File: src/rtl/atx_pll_seq_if.sv
// Signal bundle between the ATX PLL sequencer, the PLL hard block and the TX reset controller.
interface atx_pll_seq_if;
  logic       restart;
  logic       pll_locked;
  logic       pll_cal_busy;
  logic       pll_powerdown;
  logic       pll_ready;
  logic       fault;
  logic       lol_pulse;
  logic [3:0] retry_cnt;
  logic [2:0] seq_state;

  modport master (
    output restart, pll_locked, pll_cal_busy,
    input  pll_powerdown, pll_ready, fault, lol_pulse, retry_cnt, seq_state
  );

  modport slave (
    input  restart, pll_locked, pll_cal_busy,
    output pll_powerdown, pll_ready, fault, lol_pulse, retry_cnt, seq_state
  );
endinterface

File: src/rtl/atx_pll_seq.sv
// Power-up / recovery sequencer for the 10G ATX transmit PLL: powerdown hold, calibration wait,
// lock qualification, loss-of-lock monitoring and bounded automatic retry.
module atx_pll_seq #(
  parameter int PWRDN_CYCLES = 1000,
  parameter int CAL_TIMEOUT  = 2000000,
  parameter int LOCK_TIMEOUT = 500000,
  parameter int LOCK_STABLE  = 4096,
  parameter int UNLOCK_FILT  = 16,
  parameter int MAX_RETRY    = 7
) (
  input  logic         clk,
  input  logic         rst_n,
  atx_pll_seq_if.slave bus
);

  localparam int MAX_A = (PWRDN_CYCLES > CAL_TIMEOUT) ? PWRDN_CYCLES : CAL_TIMEOUT;
  localparam int MAX_B = (LOCK_TIMEOUT > LOCK_STABLE) ? LOCK_TIMEOUT : LOCK_STABLE;
  localparam int MAX_C = (MAX_A > MAX_B) ? MAX_A : MAX_B;
  localparam int MAX_P = (MAX_C > UNLOCK_FILT) ? MAX_C : UNLOCK_FILT;
  localparam int CNT_W = $clog2(MAX_P + 1);

  localparam logic [CNT_W-1:0] ONE         = CNT_W'(1);
  localparam logic [CNT_W-1:0] PWRDN_LAST  = CNT_W'(PWRDN_CYCLES - 1);
  localparam logic [CNT_W-1:0] CAL_LAST    = CNT_W'(CAL_TIMEOUT - 1);
  localparam logic [CNT_W-1:0] LOCKTO_LAST = CNT_W'(LOCK_TIMEOUT - 1);
  localparam logic [CNT_W-1:0] STABLE_LAST = CNT_W'(LOCK_STABLE - 1);
  localparam logic [CNT_W-1:0] UNLOCK_LAST = CNT_W'(UNLOCK_FILT - 1);
  localparam logic [4:0]       RETRY_MAX   = 5'(MAX_RETRY);

  typedef enum logic [2:0] {
    PWRDN     = 3'd0,
    WAIT_CAL  = 3'd1,
    WAIT_LOCK = 3'd2,
    READY     = 3'd3,
    FAULT     = 3'd4
  } state_t;

  // Retry counter holds at its maximum instead of wrapping back to zero.
  function automatic logic [3:0] sat_inc4(input logic [3:0] v);
    return (v == 4'hF) ? v : v + 4'd1;
  endfunction

  state_t           state_q, state_d;
  logic [CNT_W-1:0] cnt_q, cnt_d;
  logic [CNT_W-1:0] tcnt_q, tcnt_d;
  logic [3:0]       retry_q, retry_d;
  logic             lock_sync_p0, locked_s;
  logic             cal_sync_p0, cal_busy_s;
  logic             pd_q, ready_q, fault_q;
  logic             lol, fail;

  // Two-flop synchronisers; cal_busy resets high so nothing is decided before real data arrives.
  always_ff @(posedge clk or negedge rst_n) begin
    if (!rst_n) begin
      lock_sync_p0 <= 1'b0;
      locked_s     <= 1'b0;
      cal_sync_p0  <= 1'b1;
      cal_busy_s   <= 1'b1;
    end else begin
      lock_sync_p0 <= bus.pll_locked;
      locked_s     <= lock_sync_p0;
      cal_sync_p0  <= bus.pll_cal_busy;
      cal_busy_s   <= cal_sync_p0;
    end
  end

  // Next-state, counter and retry logic; a failed attempt and restart override the per-state result.
  always_comb begin
    state_d = state_q;
    cnt_d   = cnt_q;
    tcnt_d  = tcnt_q;
    retry_d = retry_q;
    lol     = 1'b0;
    fail    = 1'b0;
    unique case (state_q)
      PWRDN: begin
        if (cnt_q == PWRDN_LAST) begin
          state_d = WAIT_CAL;
          cnt_d   = '0;
        end else begin
          cnt_d = cnt_q + ONE;
        end
      end
      WAIT_CAL: begin
        if (!cal_busy_s) begin
          state_d = WAIT_LOCK;
          cnt_d   = '0;
          tcnt_d  = '0;
        end else if (cnt_q == CAL_LAST) begin
          fail = 1'b1;
        end else begin
          cnt_d = cnt_q + ONE;
        end
      end
      WAIT_LOCK: begin
        tcnt_d = tcnt_q + ONE;
        // A qualified lock wins over a timeout landing on the same cycle.
        if (locked_s && (cnt_q == STABLE_LAST)) begin
          state_d = READY;
          cnt_d   = '0;
          tcnt_d  = '0;
        end else begin
          cnt_d = locked_s ? cnt_q + ONE : '0;
          if (tcnt_q == LOCKTO_LAST) fail = 1'b1;
        end
      end
      READY: begin
        if (locked_s) begin
          cnt_d = '0;
        end else if (cnt_q == UNLOCK_LAST) begin
          lol  = 1'b1;
          fail = 1'b1;
        end else begin
          cnt_d = cnt_q + ONE;
        end
      end
      FAULT: begin
        state_d = FAULT;
      end
      default: begin
        state_d = PWRDN;
        cnt_d   = '0;
      end
    endcase
    if (fail) begin
      retry_d = sat_inc4(retry_q);
      cnt_d   = '0;
      tcnt_d  = '0;
      state_d = ({1'b0, retry_d} > RETRY_MAX) ? FAULT : PWRDN;
    end
    if (bus.restart) begin
      state_d = PWRDN;
      cnt_d   = '0;
      tcnt_d  = '0;
      retry_d = '0;
      lol     = 1'b0;
    end
  end

  // State, counters and registered PLL-facing outputs decoded from the next state.
  always_ff @(posedge clk or negedge rst_n) begin
    if (!rst_n) begin
      state_q <= PWRDN;
      cnt_q   <= '0;
      tcnt_q  <= '0;
      retry_q <= '0;
      pd_q    <= 1'b1;
      ready_q <= 1'b0;
      fault_q <= 1'b0;
    end else begin
      state_q <= state_d;
      cnt_q   <= cnt_d;
      tcnt_q  <= tcnt_d;
      retry_q <= retry_d;
      pd_q    <= (state_d == PWRDN) || (state_d == FAULT);
      ready_q <= (state_d == READY);
      fault_q <= (state_d == FAULT);
    end
  end

  assign bus.pll_powerdown = pd_q;
  assign bus.pll_ready     = ready_q;
  assign bus.fault         = fault_q;
  assign bus.lol_pulse     = lol;
  assign bus.retry_cnt     = retry_q;
  assign bus.seq_state     = state_q;

endmodule

File: src/flat_wrapper.sv
// flat-port wrapper written by rule: the top's interface ports become plain ports
module atx_pll_seq_flat 
#(
  parameter int PWRDN_CYCLES = 1000,
  parameter int CAL_TIMEOUT  = 2000000,
  parameter int LOCK_TIMEOUT = 500000,
  parameter int LOCK_STABLE  = 4096,
  parameter int UNLOCK_FILT  = 16,
  parameter int MAX_RETRY    = 7
)
  (clk, rst_n, bus_restart, bus_pll_locked, bus_pll_cal_busy, bus_pll_powerdown, bus_pll_ready, bus_fault, bus_lol_pulse, bus_retry_cnt, bus_seq_state);
  atx_pll_seq_if bus_i ();
  input  logic clk;
  input  logic rst_n;
  input wire logic [$bits(bus_i.restart)-1:0] bus_restart;
  input wire logic [$bits(bus_i.pll_locked)-1:0] bus_pll_locked;
  input wire logic [$bits(bus_i.pll_cal_busy)-1:0] bus_pll_cal_busy;
  output wire logic [$bits(bus_i.pll_powerdown)-1:0] bus_pll_powerdown;
  output wire logic [$bits(bus_i.pll_ready)-1:0] bus_pll_ready;
  output wire logic [$bits(bus_i.fault)-1:0] bus_fault;
  output wire logic [$bits(bus_i.lol_pulse)-1:0] bus_lol_pulse;
  output wire logic [$bits(bus_i.retry_cnt)-1:0] bus_retry_cnt;
  output wire logic [$bits(bus_i.seq_state)-1:0] bus_seq_state;
  assign bus_i.restart = bus_restart;
  assign bus_i.pll_locked = bus_pll_locked;
  assign bus_i.pll_cal_busy = bus_pll_cal_busy;
  assign bus_pll_powerdown = bus_i.pll_powerdown;
  assign bus_pll_ready = bus_i.pll_ready;
  assign bus_fault = bus_i.fault;
  assign bus_lol_pulse = bus_i.lol_pulse;
  assign bus_retry_cnt = bus_i.retry_cnt;
  assign bus_seq_state = bus_i.seq_state;
  atx_pll_seq #(.PWRDN_CYCLES(PWRDN_CYCLES), .CAL_TIMEOUT(CAL_TIMEOUT), .LOCK_TIMEOUT(LOCK_TIMEOUT), .LOCK_STABLE(LOCK_STABLE), .UNLOCK_FILT(UNLOCK_FILT), .MAX_RETRY(MAX_RETRY)) u_core (.clk(clk), .rst_n(rst_n), .bus(bus_i));
endmodule
File: config.mk
export PLATFORM = sky130hd
export DESIGN_NAME = atx_pll_seq_flat
export DESIGN_NICKNAME = d
export VERILOG_FILES = /design/src/rtl/atx_pll_seq_if.sv /design/src/rtl/atx_pll_seq.sv /design/src/flat_wrapper.sv
export SDC_FILE = /design/constraint.sdc
export NUM_CORES = 1
export LEC_CHECK = 0
export BUFFER_PORTS_ARGS = -buffer_cell sky130_fd_sc_hd__buf_2
export CAP_MARGIN = 15
export CORE_UTILIZATION = 64
export CTS_BUF_LIST = sky130_fd_sc_hd__clkbuf_4
export DETAILED_ROUTE_END_ITERATION = 7
export PLACE_DENSITY = 0.82
export SYNTH_ARGS = -nofsm -noshare
export SYNTH_HDL_FRONTEND = slang
export SYNTH_SLANG_ARGS = --single-unit
export TNS_END_PERCENT = 20
File: constraint.sdc
create_clock -name clk -period 3 [get_ports clk]
set_clock_uncertainty 0.1 [all_clocks]
set_input_delay 0.45 -clock clk [delete_from_list [all_inputs] [get_ports clk]]
set_output_delay 0.45 -clock clk [all_outputs]
set_load 0.01 [all_outputs]
==> results.md <==
* Status: completed
* Clock latency on the worst-skew pair at ~0.40 ns
* Clock sinks at 56
* Core area at 5205 sq um
* Largest net degree at the start of global routing at 41
* Clock buffer depth at 2
* ANT cells at 0
* Data required time of the critical path at 2.45 ns
* Dpl hpwl at roughly 6000 microns
* Worst Path Max Fanout at 11
* TritonCTS clock tree: done
* Top-count cell post-synth: dfrtp_1
* Worst Tran Pin Value at 0.8363 ns
* Largest cells by area after synthesis: dfrtp_1 38%, nand2_1 4.4%, a21oi_1 3.4%
* Hold WS at 0.04692 ns
* Post-synth top flop: dfrtp_1
* Num rows at 26
* Worst min-delay path class: input port to flop
* Register area share after synthesis at 0.4001
* Initial antenna violation count at 0
* Final hold vios at 0
* H-Tree Depth at 2
* Synth-to-Final Area Change at 7.303%
* Area of the multi-input gates at 1997 sq um
* Hold path depth at 1
* Clock power share at 0.298
* Mean area per synthesized cell at between 9 and 10 sq um
* Post-DR vias/cell at 6.883
* First-pass GRT wire length at 15120 microns
* Min-Delay Endpoint: u_core.cal_sync_p0
* Unrepaired setup endpoints after global routing: no
* Crit path DAT at approximately 2.4 ns
* Sw Pwr at 281.9 uW
* Yosys reg bits at 56
* Comb pwr share at 0.044
* Most frequent cells after synthesis: 53 x dfrtp_1, 41 x nand2_1, 24 x a21oi_1
* Reg clk slew, reported paths at between 0.15 and 0.2 ns
* Port buffer count at 15
* Initial Util at 0.6748
* R2R depth at 7
* Post-synth ARST share at 1.000
* Total track usage at 0.3253
* Mapped Nets at 395
* Crit path launch type: flop
* Total CTS buffers at 5
* FF-to-FF Start: u_core.cnt_q[0]
* Slowest CP cell: or4b_2
* Setup TNS at 0 ns
* Final Net Count at between 400 and 500
* Register area at 1406 sq um
* Top delay family on crit path: simple AND/OR/NAND/NOR gates
* Fill cell count at 396
* Flop-to-flop setup slack at a little over 0.3 ns
* WP buf/inv at 1
* Sw frac at 0.2414
* CP Capture Type: output pin
* WL/cell at 18.38 microns
* Post-Syn Area at ~3500 sq um
* Clock root cell: clkbuf_4
* Die W at between 70 and 80 microns
* DR pass1 iterations at 5
* Synth Instances at ~390
* GRT overflow at 0
* Die footprint at 5788 sq um
* Vias in the first global route at 3175
* Post-route cell area at 3769 sq um
* Setup Fix Bufs, Post-CTS at 0
* YS warnings at 0
* Crit Reg-Reg Endpoint: u_core.cnt_q[15]
* Die span in y at about 76 microns
* Synth cell types at 62
* Library cell with the largest summed area after synthesis: dfrtp_1
* Final Max Tran Viols at 0
* Hold Path Origin: bus_pll_cal_busy
* Non-Filler Instances at ~470
* Pleak at roughly 0.0015 uW
* Number of max-cap violations at 0
* Fmax at 0.3434 GHz
* Share of cells above drive strength 1 at 0.1496
* Yosys top cell area share at 0.3776
* ANT nets after route at 0
* Vias post-DR at about 3200
* Max VDD drop at 241.1 uV
* WS Path Type: flop to output pin
* Final Cycle Share at 0.9706
* DR iter-0 viols at 414
* Worst-path cell chain: or4b_2 -> or4_4 -> nor2_1 -> buf_2
* Share of power burned in registers at 0.659
* GPL Wtd Cong at 0.9174
* DRC errors left at 0
* Delay of the slowest cell on the worst path at 0.65 ns
* Min Tclk post-route at 2.912 ns
* Placed insts at 462
* Number of flops mapped to enable cells by yosys at 0
* Final setup violation count at 0
* Slew HR at 0.4373
* I/O pins at 16
* DP Area at between 3000 and 4000 sq um
* Internal at between 800 and 900 uW
* P per Cell Area at 309.9 nW/um^2
* Routed WL at 8656 microns
worst max path at each step:
stage / cells after the start / start / endpoint
finish: 4 / u_core.bus.seq_state[1] / bus_lol_pulse
global route: 5 / u_core.cnt_q[16] / bus_lol_pulse
CTS: 5 / u_core.cnt_q[15] / bus_lol_pulse
detailed placement: 7 / u_core.cnt_q[0] / u_core.cnt_q[15]
global placement: 6 / u_core.cnt_q[0] / u_core.cnt_q[2]
floorplan: 6 / u_core.cnt_q[0] / u_core.bus.retry_cnt[0]
per-layer routing:
| metal | wire [microns] | GRT usage |
|---|---|---|
| met3 | 545 | 0.03593 |
| met4 | 175 | 0.1231 |
| met1 | 3769 | 0.4485 |
| met2 | 4166 | 0.5309 |
| met5 | 0 | 0 |
repair_timing:
item / in CTS / in global routing
hold buffers: 1 / 0
hold endpoints to repair: 10 / 0
endpoints found under the setup margin: 0 / 1
gates resized for setup: 0 / 3
sequential cells by signal (all words and copies together) (netlist names):
signal	cells
u_core.lock_sync_p0	1
u_core.cal_sync_p0	1
u_core.bus.seq_state	3
u_core.bus.pll_ready	1
u_core.cal_busy_s	1
u_core.bus.pll_powerdown	1
u_core.bus.fault	1
u_core.bus.retry_cnt	4
u_core.locked_s	1
u_core.tcnt_q	21
u_core.cnt_q	21
cell type report:
type / instances / area share
Multi-Input combinational cell: 300 / 0.5299
Sequential cell: 56 / 0.3732
Timing Repair Buffer: 28 / 0.04980
Tap cell: 70 / 0.02324
Clock buffer: 7 / 0.01394
Inverter: 9 / 0.008964
Clock inverter: 1 / 0.0009960
worst reg2reg max path, cell delays in order, from the launching register on:
cell	delay (ns)
dfrtp_1	0.45
ha_1	0.28
and4_1	0.29
nand4_1	0.28
buf_4	0.27
o211a_1	0.39
o211a_1	0.29
o31a_1	0.23
kinds of logic after synthesis:
logic type                 Yosys count  synth area share
adders and majority gates            3           0.01069
DFF                                 56            0.4001
muxes                                5           0.01567
and+or+nand+nor                    175            0.2832
xor gates and xnor gates             8           0.01995
buffers and inverters               31           0.03633
AOI/OAI and AO/OA                  109            0.2341
through the flow:
| step | util | total power [uW] | setup WS [ns] |
|---|---|---|---|
| after floorplan | - | 803.7 | 0.6245 |
| final | 0.7240 | 1168 | 0.08826 |
| after CTS | 0.7204 | 1172 | 0.05478 |
| after global placement | 0.7077 | 831.3 | 0.5245 |
| after detailed placement | 0.7077 | 833.4 | 0.4080 |
| after global routing | 0.7240 | 1202 | 0.002533 |
placed cells by master (no fill, tap or decap), types with 8 or more instances in the layout:
cell type	n
nor3_1	18
inv_1	9
nand2_1	41
buf_4	11
nor4_1	10
o22ai_1	8
nor2_1	21
buf_2	15
o21ai_0	8
dfrtp_1	52
nand4_1	15
nand3_1	19
a21oi_1	24
power by group through the flow:
| stage | Combinational [uW] | Clock [uW] | Sequential, uW |
|---|---|---|---|
| floorplan | 22.7 | 0 | 781 |
| global placement | 49.2 | 0 | 782 |
| detailed placement | 50.6 | 0 | 783 |
| global route | 57.7 | 374 | 771 |
| CTS | 51.8 | 352 | 769 |
| finish | 51.0 | 348 | 769 |
No activity file was read; power rests on OpenSTA's default activity.
